==> src/rtl/hilo_div_unit.sv <==
// HI/LO register file with multiplier-product capture, MTHI/MTLO writes and an
// optional 32-iteration restoring divider enabled by the HILO_DIV_EN macro.
module hilo_div_unit (
   input  logic        Clk,
   input  logic        reset,
   input  logic [31:0] oper_A,
   input  logic [31:0] oper_B,
   input  logic        startDiv,
   input  logic        divSigned,
   input  logic [63:0] mul,
   input  logic        endMult,
   input  logic        mthi,
   input  logic        mtlo,
   input  logic [31:0] wdata,
   output logic [31:0] HI,
   output logic [31:0] LO,
   output logic        busy,
   output logic        endDiv,
   output logic        divByZero
);

   logic [31:0] hi_q, hi_d, lo_q, lo_d;

   assign HI = hi_q;
   assign LO = lo_q;

`ifdef HILO_DIV_EN

   typedef enum logic [1:0] {S_IDLE, S_RUN, S_FIX, S_ZERO} state_t;

   state_t      state_q, state_d;
   logic [4:0]  cnt_q, cnt_d;
   logic [31:0] rem_q, rem_d, quot_q, quot_d, dvsr_q, dvsr_d;
   logic        negq_q, negq_d, negr_q, negr_d;
   logic        end_q, end_d, dbz_q, dbz_d;
   logic [33:0] trial;
   logic        unused_trial;

   assign busy      = (state_q != S_IDLE);
   assign endDiv    = end_q;
   assign divByZero = dbz_q;

   always_ff @(posedge Clk or negedge reset) begin
      if (!reset) begin
         state_q <= S_IDLE;
         cnt_q   <= '0;
         rem_q   <= '0;
         quot_q  <= '0;
         dvsr_q  <= '0;
         negq_q  <= 1'b0;
         negr_q  <= 1'b0;
         end_q   <= 1'b0;
         dbz_q   <= 1'b0;
         hi_q    <= '0;
         lo_q    <= '0;
      end else begin
         state_q <= state_d;
         cnt_q   <= cnt_d;
         rem_q   <= rem_d;
         quot_q  <= quot_d;
         dvsr_q  <= dvsr_d;
         negq_q  <= negq_d;
         negr_q  <= negr_d;
         end_q   <= end_d;
         dbz_q   <= dbz_d;
         hi_q    <= hi_d;
         lo_q    <= lo_d;
      end
   end

   always_comb begin
      state_d = state_q;
      case (state_q)
         S_IDLE: if (startDiv) state_d = (oper_B == '0) ? S_ZERO : S_RUN;
         S_RUN:  if (cnt_q == 5'd31) state_d = S_FIX;
         S_FIX:  state_d = S_IDLE;
         S_ZERO: state_d = S_IDLE;
         default: state_d = S_IDLE;
      endcase
   end

   // Trial subtract of the shifted partial remainder; bit 33 is the borrow.
   assign trial        = {1'b0, rem_q, quot_q[31]} - {2'b00, dvsr_q};
   assign unused_trial = trial[32];

   always_comb begin
      cnt_d  = cnt_q;
      rem_d  = rem_q;
      quot_d = quot_q;
      dvsr_d = dvsr_q;
      negq_d = negq_q;
      negr_d = negr_q;
      end_d  = 1'b0;
      dbz_d  = 1'b0;
      hi_d   = hi_q;
      lo_d   = lo_q;

      case (state_q)
         S_IDLE: begin
            if (startDiv) begin
               negq_d = divSigned & (oper_A[31] ^ oper_B[31]);
               negr_d = divSigned & oper_A[31];
               dvsr_d = (divSigned && oper_B[31]) ? -oper_B : oper_B;
               // ZERO reports the raw dividend, so it bypasses the magnitude step.
               if (oper_B == '0)                  quot_d = oper_A;
               else if (divSigned && oper_A[31])  quot_d = -oper_A;
               else                               quot_d = oper_A;
               rem_d  = '0;
               cnt_d  = '0;
            end
         end
         S_RUN: begin
            cnt_d = cnt_q + 5'd1;
            if (!trial[33]) begin
               rem_d  = trial[31:0];
               quot_d = {quot_q[30:0], 1'b1};
            end else begin
               rem_d  = {rem_q[30:0], quot_q[31]};
               quot_d = {quot_q[30:0], 1'b0};
            end
         end
         default: ;
      endcase

      if (state_q == S_FIX) begin
         hi_d  = negr_q ? -rem_q  : rem_q;
         lo_d  = negq_q ? -quot_q : quot_q;
         end_d = 1'b1;
      end else if (state_q == S_ZERO) begin
         hi_d  = quot_q;
         lo_d  = '1;
         end_d = 1'b1;
         dbz_d = 1'b1;
      end else if (endMult) begin
         hi_d = mul[63:32];
         lo_d = mul[31:0];
      end else begin
         if (mthi) hi_d = wdata;
         if (mtlo) lo_d = wdata;
      end
   end

`else

   logic unused_div_inputs;

   assign unused_div_inputs = ^{startDiv, divSigned, oper_A, oper_B};
   assign busy      = 1'b0;
   assign endDiv    = 1'b0;
   assign divByZero = 1'b0;

   always_ff @(posedge Clk or negedge reset) begin
      if (!reset) begin
         hi_q <= '0;
         lo_q <= '0;
      end else begin
         hi_q <= hi_d;
         lo_q <= lo_d;
      end
   end

   always_comb begin
      hi_d = hi_q;
      lo_d = lo_q;
      if (endMult) begin
         hi_d = mul[63:32];
         lo_d = mul[31:0];
      end else begin
         if (mthi) hi_d = wdata;
         if (mtlo) lo_d = wdata;
      end
   end

`endif

endmodule
==> config.mk <==
export PLATFORM = sky130hd
export DESIGN_NAME = hilo_div_unit
export DESIGN_NICKNAME = d
export VERILOG_FILES = /design/src/rtl/hilo_div_unit.sv
export SDC_FILE = /design/constraint.sdc
export NUM_CORES = 1
export LEC_CHECK = 0
export ABC_AREA = 1
export CAP_MARGIN = 20
export CORE_MARGIN = 2
export CORE_UTILIZATION = 36
export DETAILED_ROUTE_END_ITERATION = 16
export DONT_BUFFER_PORTS = 1
export RECOVER_POWER = 50
export SYNTH_ARGS = -nofsm -noshare
export SYNTH_HDL_FRONTEND = slang
export SYNTH_SLANG_ARGS = --single-unit
==> constraint.sdc <==
create_clock -name Clk -period 0.9 [get_ports Clk]
set_clock_uncertainty 0.1 [all_clocks]
set_input_delay 0.135 -clock Clk [delete_from_list [all_inputs] [get_ports Clk]]
set_output_delay 0.135 -clock Clk [all_outputs]
set_load 0.01 [all_outputs]
== Word level (Yosys, flattened, before mapping) ==
Index checks and enable logic that the tools add are counted.

* Mux-type cells: 4
* Reduce and logical (&&, ||, !) cells: 2

{| class="wikitable"
|+ Operators with widths
! cell !! number
|-
| $mux W32 || 4
|-
| $reduce_bool A2 Y1 || 2
|}

* Register bits after elaboration: 64
* Input port bits: 167
* Output and inout bits: 67
* Logic and storage cells: 8

== Depth between registers and ports, before layout ==
* Word-level depth: 2
* Gate-level depth with buffers: 5

== Worst setup path after synthesis ==
Ideal clock, no wire load.

* Path type: input to register
* Start: in mtlo
* End: reg lo_q[10] (netlist: LO[10])
* Setup time: 0.069 ns
* Data arrival time: 0.767 ns
* Required time: 0.731 ns
* Setup slack: -0.036 ns
* Cell stages on the path: 4
* Cell sequence: clkbuf_1 clkbuf_1 nand3_1 nand3_1

* Word-level cells in the longest chain between the ends: 1

{| class="wikitable"
|+ RTL lines
! item !! line !! text
|-
| start, declared || 13 || <nowiki>input logic mtlo,</nowiki>
|-
| $reduce_bool A2 Y1 (no line) || -- ||
|-
| end signal, assigned || 158 || <nowiki>lo_q <= lo_d;</nowiki>
|-
| end, declared || 22 || <nowiki>logic [31:0] hi_q, hi_d, lo_q, lo_d;</nowiki>
|}

No other way between the ends.
A chain may end at the register's enable or synchronous reset.

== Final worst setup path ==
* Start: reg hi_q[28] (netlist: HI[28])
* End: out HI[28]

{| class="wikitable"
|+ RTL lines
! item !! line !! text
|-
| start, declared || 22 ||
|-
| start signal, assigned || 157 || <nowiki>hi_q <= hi_d;</nowiki>
|-
| end, declared || 15 || <nowiki>output logic [31:0] HI,</nowiki>
|}

No word-level cell between the ends.

==> qor.csv <==
stage,metric,value,unit
status,status,"finished, violations left",
status,violated checks,"negative hold slack, negative setup slack",
cts,clk root buf,clkbuf_8,
setup_path,Worst EP required,660,ps
setup_path,Reg2Reg Setup Slack,40,ps
synthesis,"flops & latches, synth",64,
sta,setup ws final,-171,ps
layout,share of cells above drive strength 1,0.0758,
synthesis,simple-gate share of the synthesized area,0.392,
detailed_routing,via/cell ratio,5.23,
layout,Post-Route Utilization,0.505,
setup_path,crit end category,output port,
setup_path,worst path arrival time,840,ps
sta,final hold vios,128,
global_routing,pin count of the biggest net entering global routing,68,
flow_run,max-cap viol count,0,
cts,H-tree Lvls,3,
layout,Filler cells,721,
detailed_routing,initial drt markers,181,
floorplanning,number of top-level pins,234,
setup_path,largest delay contributor family on the critical path,flip-flops,
detailed_routing,DRT Pass-1 Iters,4,
placement,Port Buffers,0,
floorplanning,Starting Density,0.373,
layout,Final Cell Area,3900,sq um
setup_path,FF-to-FF path depth,3,
min_path,Tightest Hold Check Type,in2async,
setup_path,worst setup path start,HI[28]$_DFFE_PN0P_,
global_routing,GRT Total Usage,0.212,
setup_path,crit start category,flop,
sta,Setup TNS,-5240,ps
synthesis,post-synthesis mux area share,0,
placement,DP HPWL,5.72,mm
floorplanning,Die ar.,8730,sq um
sta,WHS,-601,ps
cts,Worst-path clk slew,70,ps
synthesis,Synth Area in Compound Gates,0,
synthesis,Synth Area in Adders,0,
cts,hold_buf cts,68,
floorplanning,die height,93.4,um
sta,ratio of final minimum period to clock period,1.19,
setup_path,"Cell Chain, Critical Path",buf_6,
detailed_routing,# DRC,0,
setup_path,delay of the slowest critical-path stage,390,ps
setup_path,Setup CP Type,reg2out,
synthesis,"Seq/Total Area, Yosys",0.556,
layout,final std cells w/o fill,524,
sta,RSZ-0062 raised after global routing,yes,
cts,clk buf depth,2,
setup_path,Critical Path Slowest Stage Cell,dfrtp_1,
setup_path,worst r2r dst,HI[31]$_DFFE_PN0P_,
sta,"Setup violations, final",64,
synthesis,largest family of logic cells by synthesized area,simple AND/OR/NAND/NOR gates,
global_routing,vias in the first global route,2804,
synthesis,Yosys cell types,10,
layout,FF+latch area,1600,sq um
detailed_routing,post-detailed-route count of antenna-violating nets,0,
setup_path,crit path buf inv count,1,
power,Power Total,6.38,mW
cts,cts bufs inserted,9,
setup_path,crit-path max FO,2,
detailed_routing,DRT Wirelength,9.17,mm
sta,fin. max-slew vios,0,
global_routing,initial antenna violation count,0,
layout,diode count,0,
power,VDD IR max,0.648,mV
synthesis,Ys Warns,0,
power,leakage dissipation,1.79,nW
synthesis,Syn Area/Cell,8.14,sq um
placement,post-placement cell count,439,
power,pwr dens,1630,nW/um^2
synthesis,xor/xnor share of the synthesized area,0,
placement,RD Place Congestion,0.806,
cts,CTS sink cnt,64,
detailed_routing,Via Count,2743,
synthesis,Gate Count Post-Synth,354,
floorplanning,Placeable Area,7730,sq um
cts,CTS tree,yes,
global_routing,first-pass GRT wire length,14.2,mm
placement,placed cell area,3010,sq um
layout,synth-to-layout area growth,35.5,%
floorplanning,die width,93.4,um
detailed_routing,Avg WL per Cell,17.5,um
layout,Final Net Count,587,
synthesis,Mapped Area,2880,sq um
placement,pre-CTS setup slack,70.6,ps
cts,worst skew pair latency,320,ps
setup_path,worst reg2reg path startpoint,HI[31]$_DFFE_PN0P_,
sta,f_max,933,MHz
layout,area of the multi-input gates,1150,sq um
sta,clock period minus worst slack,1070,ps
global_routing,GRT overflow,0,
floorplanning,Cell Rows,32,
worst max-delay path by stage:
stage                     slack (ps)  cells after the start                 end
after floorplan                  -30                      5   HI[0]$_DFFE_PN0P_
after global placement            80                      4  LO[11]$_DFFE_PN0P_
after detailed placement          70                      4   LO[0]$_DFFE_PN0P_
after CTS                       -200                      1              HI[28]
after global routing            -230                      1              HI[28]
final                           -170                      1              HI[28]
kinds of logic (layout without fill, tap and decap cells):
family                 after synthesis  after routing
buffers and inverters               31             97
DFF                                 64             64
other                                1              3
and+or+nand+nor                    258            258
worst reg2reg max path: stages, from the launching register on:
cell,delay (ps)
dfrtp_1,390
buf_4,130
nand2_1,60
nand3_1,60
cell usage in the layout (no fill, tap or decap), drive strengths merged:
master	n
nor2	2
clkbuf	12
buf	15
dlygate4sd3	68
inv	1
clkinv	1
conb	3
dfrtp	64
nand2	128
nand3	128
power breakdown:
group	switching (mW)	total, mW	internal (mW)	leakage [nW]
registers	0.327	3.48	3.15	0.775
clock network	0.979	2.08	1.10	0.0842
logic	0.350	0.821	0.470	0.933
total	1.66	6.38	4.72	1.79
registers in the layout, indices dropped and copies added, names as in the netlist:
register	count
HI	32
LO	32
per-layer routing:
layer,GRT usage,up-vias,part of all wire
met5,0,-,0
met4,0.0846,0,0.014
met3,0.0733,12,0.11
met2,0.344,146,0.47
met1,0.258,1295,0.41
li1,-,1290,-
cells in the mapped netlist:
cell      number  share of area
nand3_1      128           0.22
clkbuf_1      10          0.013
nor2_1         2         0.0026
dfrtp_1       64           0.56
buf_2         15          0.026
conb_1         1         0.0013
buf_4          3         0.0078
buf_1          2         0.0026
inv_2          1         0.0013
nand2_1      128           0.17
layout make-up:
class / instances / area share
clock buffer: 12 / 0.0397
clock inverter: 1 / 0.00128
inverter: 1 / 0.000962
multi-input combinational: 261 / 0.295
sequential: 64 / 0.410
tap: 102 / 0.0327
timing repair buffer: 83 / 0.220
what timing repair did:
item / CTS / global route
hold endpoints to repair: 128 / 128
endpoints found under the setup margin: 64 / 65
gates resized for setup: 4 / 2
buffers inserted: 3 / 2
Note: power is estimated with default switching activity, not from simulation.
==> edit 1: new RTL, same settings <==
Add a define of `HILO_DIV_EN`.
--- a/src/rtl/hilo_div_unit.sv
+++ b/src/rtl/hilo_div_unit.sv
@@ -1,4 +1,6 @@
 // HI/LO register file with multiplier-product capture, MTHI/MTLO writes and an
 // optional 32-iteration restoring divider enabled by the HILO_DIV_EN macro.
+`define HILO_DIV_EN
+
 module hilo_div_unit (
    input  logic        Clk,
Function: changed (Yosys sat finds a counterexample within 4 cycles, from zero or initial values and one cycle with reset low).
==> edit 1 against the original RTL <==
The run still ends with hold timing, setup timing left; final cell count increased to 7.0 times the old value; sequential cell count increased by 107; synthesized cell count increased to 6.8 times the old value; first-iteration DRC count increased to 9.5 times the old value; count of clock-buffer cells in the layout increased by 8; critical endpoint is now rem_q[0]$_DFFE_PN0P_; cell area increased to 6.7 times the old value; setup slack got worse by 1.1 ns; routed wire length increased to 7.8 times the old value; clock power increased to 3.9 times the old value; synthesized area increased to 5.1 times the old value; worst hold slack got worse by 0.14 ns; total power increased to 17 times the old value.
==> edit 1: results (changes against the original RTL) <==
Setup violators final - 238 (was 64)
Setup TNS - -208.93 ns (was -5.242 ns)
Worst hold slack - -0.7373 ns (was -0.6006 ns)
Final setup margin - -1.316 ns (was -0.1714 ns)
Failing checks - hold timing, setup timing (unchanged)
Pin count of the biggest net entering global routing - 172 (was 68)
Hold Vio Cnt, Final - 216 (was 128)
Drt wl/cell - 19.28 um (was 17.49 um)
Crit-path slowest cell - dfrtp_2 (was dfrtp_1)
DR vias - 19840 (was 2743)
Layout Nets - 3360 (was 587)
CLK BUF - 20 (was 12)
Final Wtd Congestion - 1.009 (was 0.8056)
Maximum fanout along the worst path - 7 (was 2)
DP Area - 20000 sq um (was 3010 sq um)
Synth top cells by count - nand2_1, nand3_1, inv_1 (was nand2_1, nand3_1, dfrtp_1)
Sequential cell area fraction in the yosys report - 0.2930 (was 0.5560)
R2r worst-path depth - 13 (was 3)
TritonRoute pass-1 iters - 6 (was 4)
First-pass GRT wire length - 103600 um (was 14190 um)
Outcome - complete, but fails checks (unchanged)
Worst-skew pair later-pin latency - 0.47 ns (was 0.32 ns)
Signal buffers - 809 (was 83)
R2r setup slk - -1.32 ns (was 0.04 ns)
Reg area - 4333 sq um (was 1602 sq um)
Setup WS pre-CTS - -1.460 ns (was 0.07061 ns)
M1 wire length - 30120 um (was 3714 um)
## edit 1: cell count changes after synthesis, moves of 26 or more
| cell | before | now |
|---|---|---|
| a21oi_1 | 0 | 132 |
| nand3_1 | 128 | 306 |
| nand4_1 | 0 | 35 |
| nor2_1 | 2 | 225 |
| o21ai_0 | 0 | 88 |
| clkbuf_1 | 10 | 45 |
| dfrtp_1 | 64 | 171 |
| ha_1 | 0 | 38 |
| nor3_1 | 0 | 26 |
| a22oi_1 | 0 | 32 |
| inv_1 | 0 | 304 |
| nand2_1 | 128 | 805 |
## edit 1: logic make-up (layout without fill, tap and decap cells)
group                    count (synthesis)  after routing  share of synthesized area
XOR/XNOR                                43             43                    0.02578
other                                    0              1                          0
adder cells (fa/ha/maj)                 39             39                    0.03392
AO/OA/AOI/OAI                          316            316                     0.1228
buffers and inverters                  405           1157                     0.1089
AND/OR/NAND/NOR                       1440           1441                     0.4157
flip-flops                             171            171                     0.2930
==> edit 2: new RTL, config.mk and constraints unchanged <==
Made on the original files. Take the reset off `lo_q` and load it in a clocked block of its own.
--- a/src/rtl/hilo_div_unit.sv
+++ b/src/rtl/hilo_div_unit.sv
@@ -153,9 +153,11 @@
       if (!reset) begin
          hi_q <= '0;
-         lo_q <= '0;
       end else begin
          hi_q <= hi_d;
-         lo_q <= lo_d;
       end
+   end
+
+   always_ff @(posedge Clk) begin
+      lo_q <= lo_d;
    end
 
Check against the original RTL: not equivalent (Yosys sat finds a counterexample within 4 cycles, from zero or initial values and one cycle with reset low).
==> edit 2 against the original RTL <==
The run still ends with hold timing, setup timing left; total power is 8.8% higher; sequential share of layout area is 2.1 points higher; global-route usage is 1.0 points lower; critical path type unchanged; sequential cell count stayed put; clock power is 14% higher; synthesized area is 2.1% lower; synthesized cell count is 11% lower; combinational power is 2% higher; setup slack worse by 0.014 ns; worst hold slack worse by 0.0041 ns; count of clock-buffer cells in the layout is 1 lower; routed wire length is 7.8% lower; cell area is 4.6% higher; critical path depth stayed put.
==> edit 2: results (changes against the original RTL) <==
Mean Syn Cell Area - 8.953 sq um (was 8.136 sq um)
Synth Area in XOR/XNOR - 0 (unchanged)
Synth top area cells - edfxtp_1, dfrtp_1, nand2_1 (was dfrtp_1, nand3_1, nand2_1)
First-pass GRT wire length - 13340 um (was 14190 um)
Final non-filler cell total - 514 (was 524)
Initial DRC count - 154 (was 181)
VDD IR-drop max - 748.0 uV (was 648.5 uV)
Final setup margin - -0.1849 ns (was -0.1714 ns)
Setup violators final - 64 (unchanged)
Layout cells sized above 1 - 0.05825 (was 0.07583)
Filler Cell Count - 649 (was 721)
Sequential cell area fraction in the yosys report - 0.6247 (was 0.5560)
Post-synth EDFFs - 32 (was 0)
Crit path max-delay family - flip-flops (unchanged)
Vias in the first global route - 2721 (was 2804)
Worst hold slack - -0.6047 ns (was -0.6006 ns)
Post-synth cell types - 11 (was 10)
Hold Vio Cnt, Final - 87 (was 128)
Post-synth ARST share - 0.5000 (was 1.000)
Synth top cells by count - nand2_1, nand3_1, dfrtp_1, edfxtp_1, buf_2 (was nand2_1, nand3_1, dfrtp_1)
Post-synth top area share - 0.3407 (was 0.5560)
Layout Nets - 575 (was 587)
Hold_buf cts - 95 (was 68)
LEAKAGE - 1.816 nW (was 1.793 nW)
Post-DP HPWL - 4764 um (was 5717 um)
GRT Overall Usage - 0.2016 (was 0.2120)
Drt wl/cell - 16.43 um (was 17.49 um)
ANT cells - 0 (unchanged)
TritonRoute pass-1 iters - 5 (was 4)
Post-Place Cells - 403 (was 439)
Failing checks - hold timing, setup timing (unchanged)
Final Wtd Congestion - 0.6970 (was 0.8056)
DR vias - 2568 (was 2743)
Outcome - complete, but fails checks (unchanged)
-- edit 2: worst paths after layout --
| path | startpoint | end | slack (ns) |
|---|---|---|---|
| setup / recovery | HI[1]$_DFFE_PN0P_ | HI[1] | -0.18 |
| min in group Clk | endMult | HI[17]$_DFFE_PN0P_ | -0.16 |
| hold / removal | reset | HI[19]$_DFFE_PN0P_ | -0.60 |
| setup reg to reg | HI[4]$_DFFE_PN0P_ | HI[4]$_DFFE_PN0P_ | 0.06 |
| max in group asynchronous | reset | HI[27]$_DFFE_PN0P_ | 1.22 |
| hold reg to reg | HI[1]$_DFFE_PN0P_ | HI[1]$_DFFE_PN0P_ | 0.42 |
-- edit 2: area by class of cell --
cell class,instances,share of cell area
clock buffer,11,0.03462
clock inverter,4,0.01134
inverter,1,0.0009191
multi-input combinational,229,0.2319
sequential,64,0.4314
tap,102,0.03125
timing repair buffer,103,0.2586
-- edit 2: power by group --
group | switching [mW] | internal [mW] | leakage, nW
combinational | 0.365 | 0.471 | 1.01
sequential | 0.321 | 3.42 | 0.717
clock | 1.04 | 1.33 | 0.0928
-- edit 2: logic make-up (layout without fill, tap and decap cells) --
family	count (synthesis)	after routing
AND/OR/NAND/NOR	226	226
flip-flops	64	64
buffers and inverters	24	119
other	1	3
-- edit 2: worst reg2reg max path: cells and delay by family, from the launching register on --
| family | cells | cell delay [ns] |
|---|---|---|
| simple gates | 2 | 0.11 |
| flops | 1 | 0.39 |
| buf+inv | 1 | 0.13 |
-- edit 2: routing by layer --
| metal | wire length (um) | track usage | vias to the layer above |
|---|---|---|---|
| met5 | 0 | 0 | - |
| met4 | 194 | 0.09080 | 0 |
| met3 | 631 | 0.05370 | 17 |
| met2 | 4325 | 0.3595 | 139 |
| met1 | 3294 | 0.2241 | 1211 |
| li1 | - | - | 1201 |
-- edit 2: timing repair --
action	CTS	global route
endpoints found under the setup margin	64	64
hold endpoints to repair	96	87
setup buffers	0	1
gates resized for setup	2	0
-- edit 2: through the flow --
step / cell area (sq um) / hold WS, ns / util / setup TNS [ns] / setup WS [ns]
detailed placement: 2930 / -0.2596 / 0.3832 / -4.731 / -0.1504
global route: 4084 / -0.6343 / 0.5340 / -8.094 / -0.2236
floorplan: 2838 / -0.2606 / - / -2.666 / -0.08330
CTS: 4076 / -0.6349 / 0.5331 / -7.631 / -0.2155
global placement: 2930 / -0.2596 / 0.3832 / -4.125 / -0.1310
finish: 4084 / -0.6047 / 0.5340 / -5.888 / -0.1849
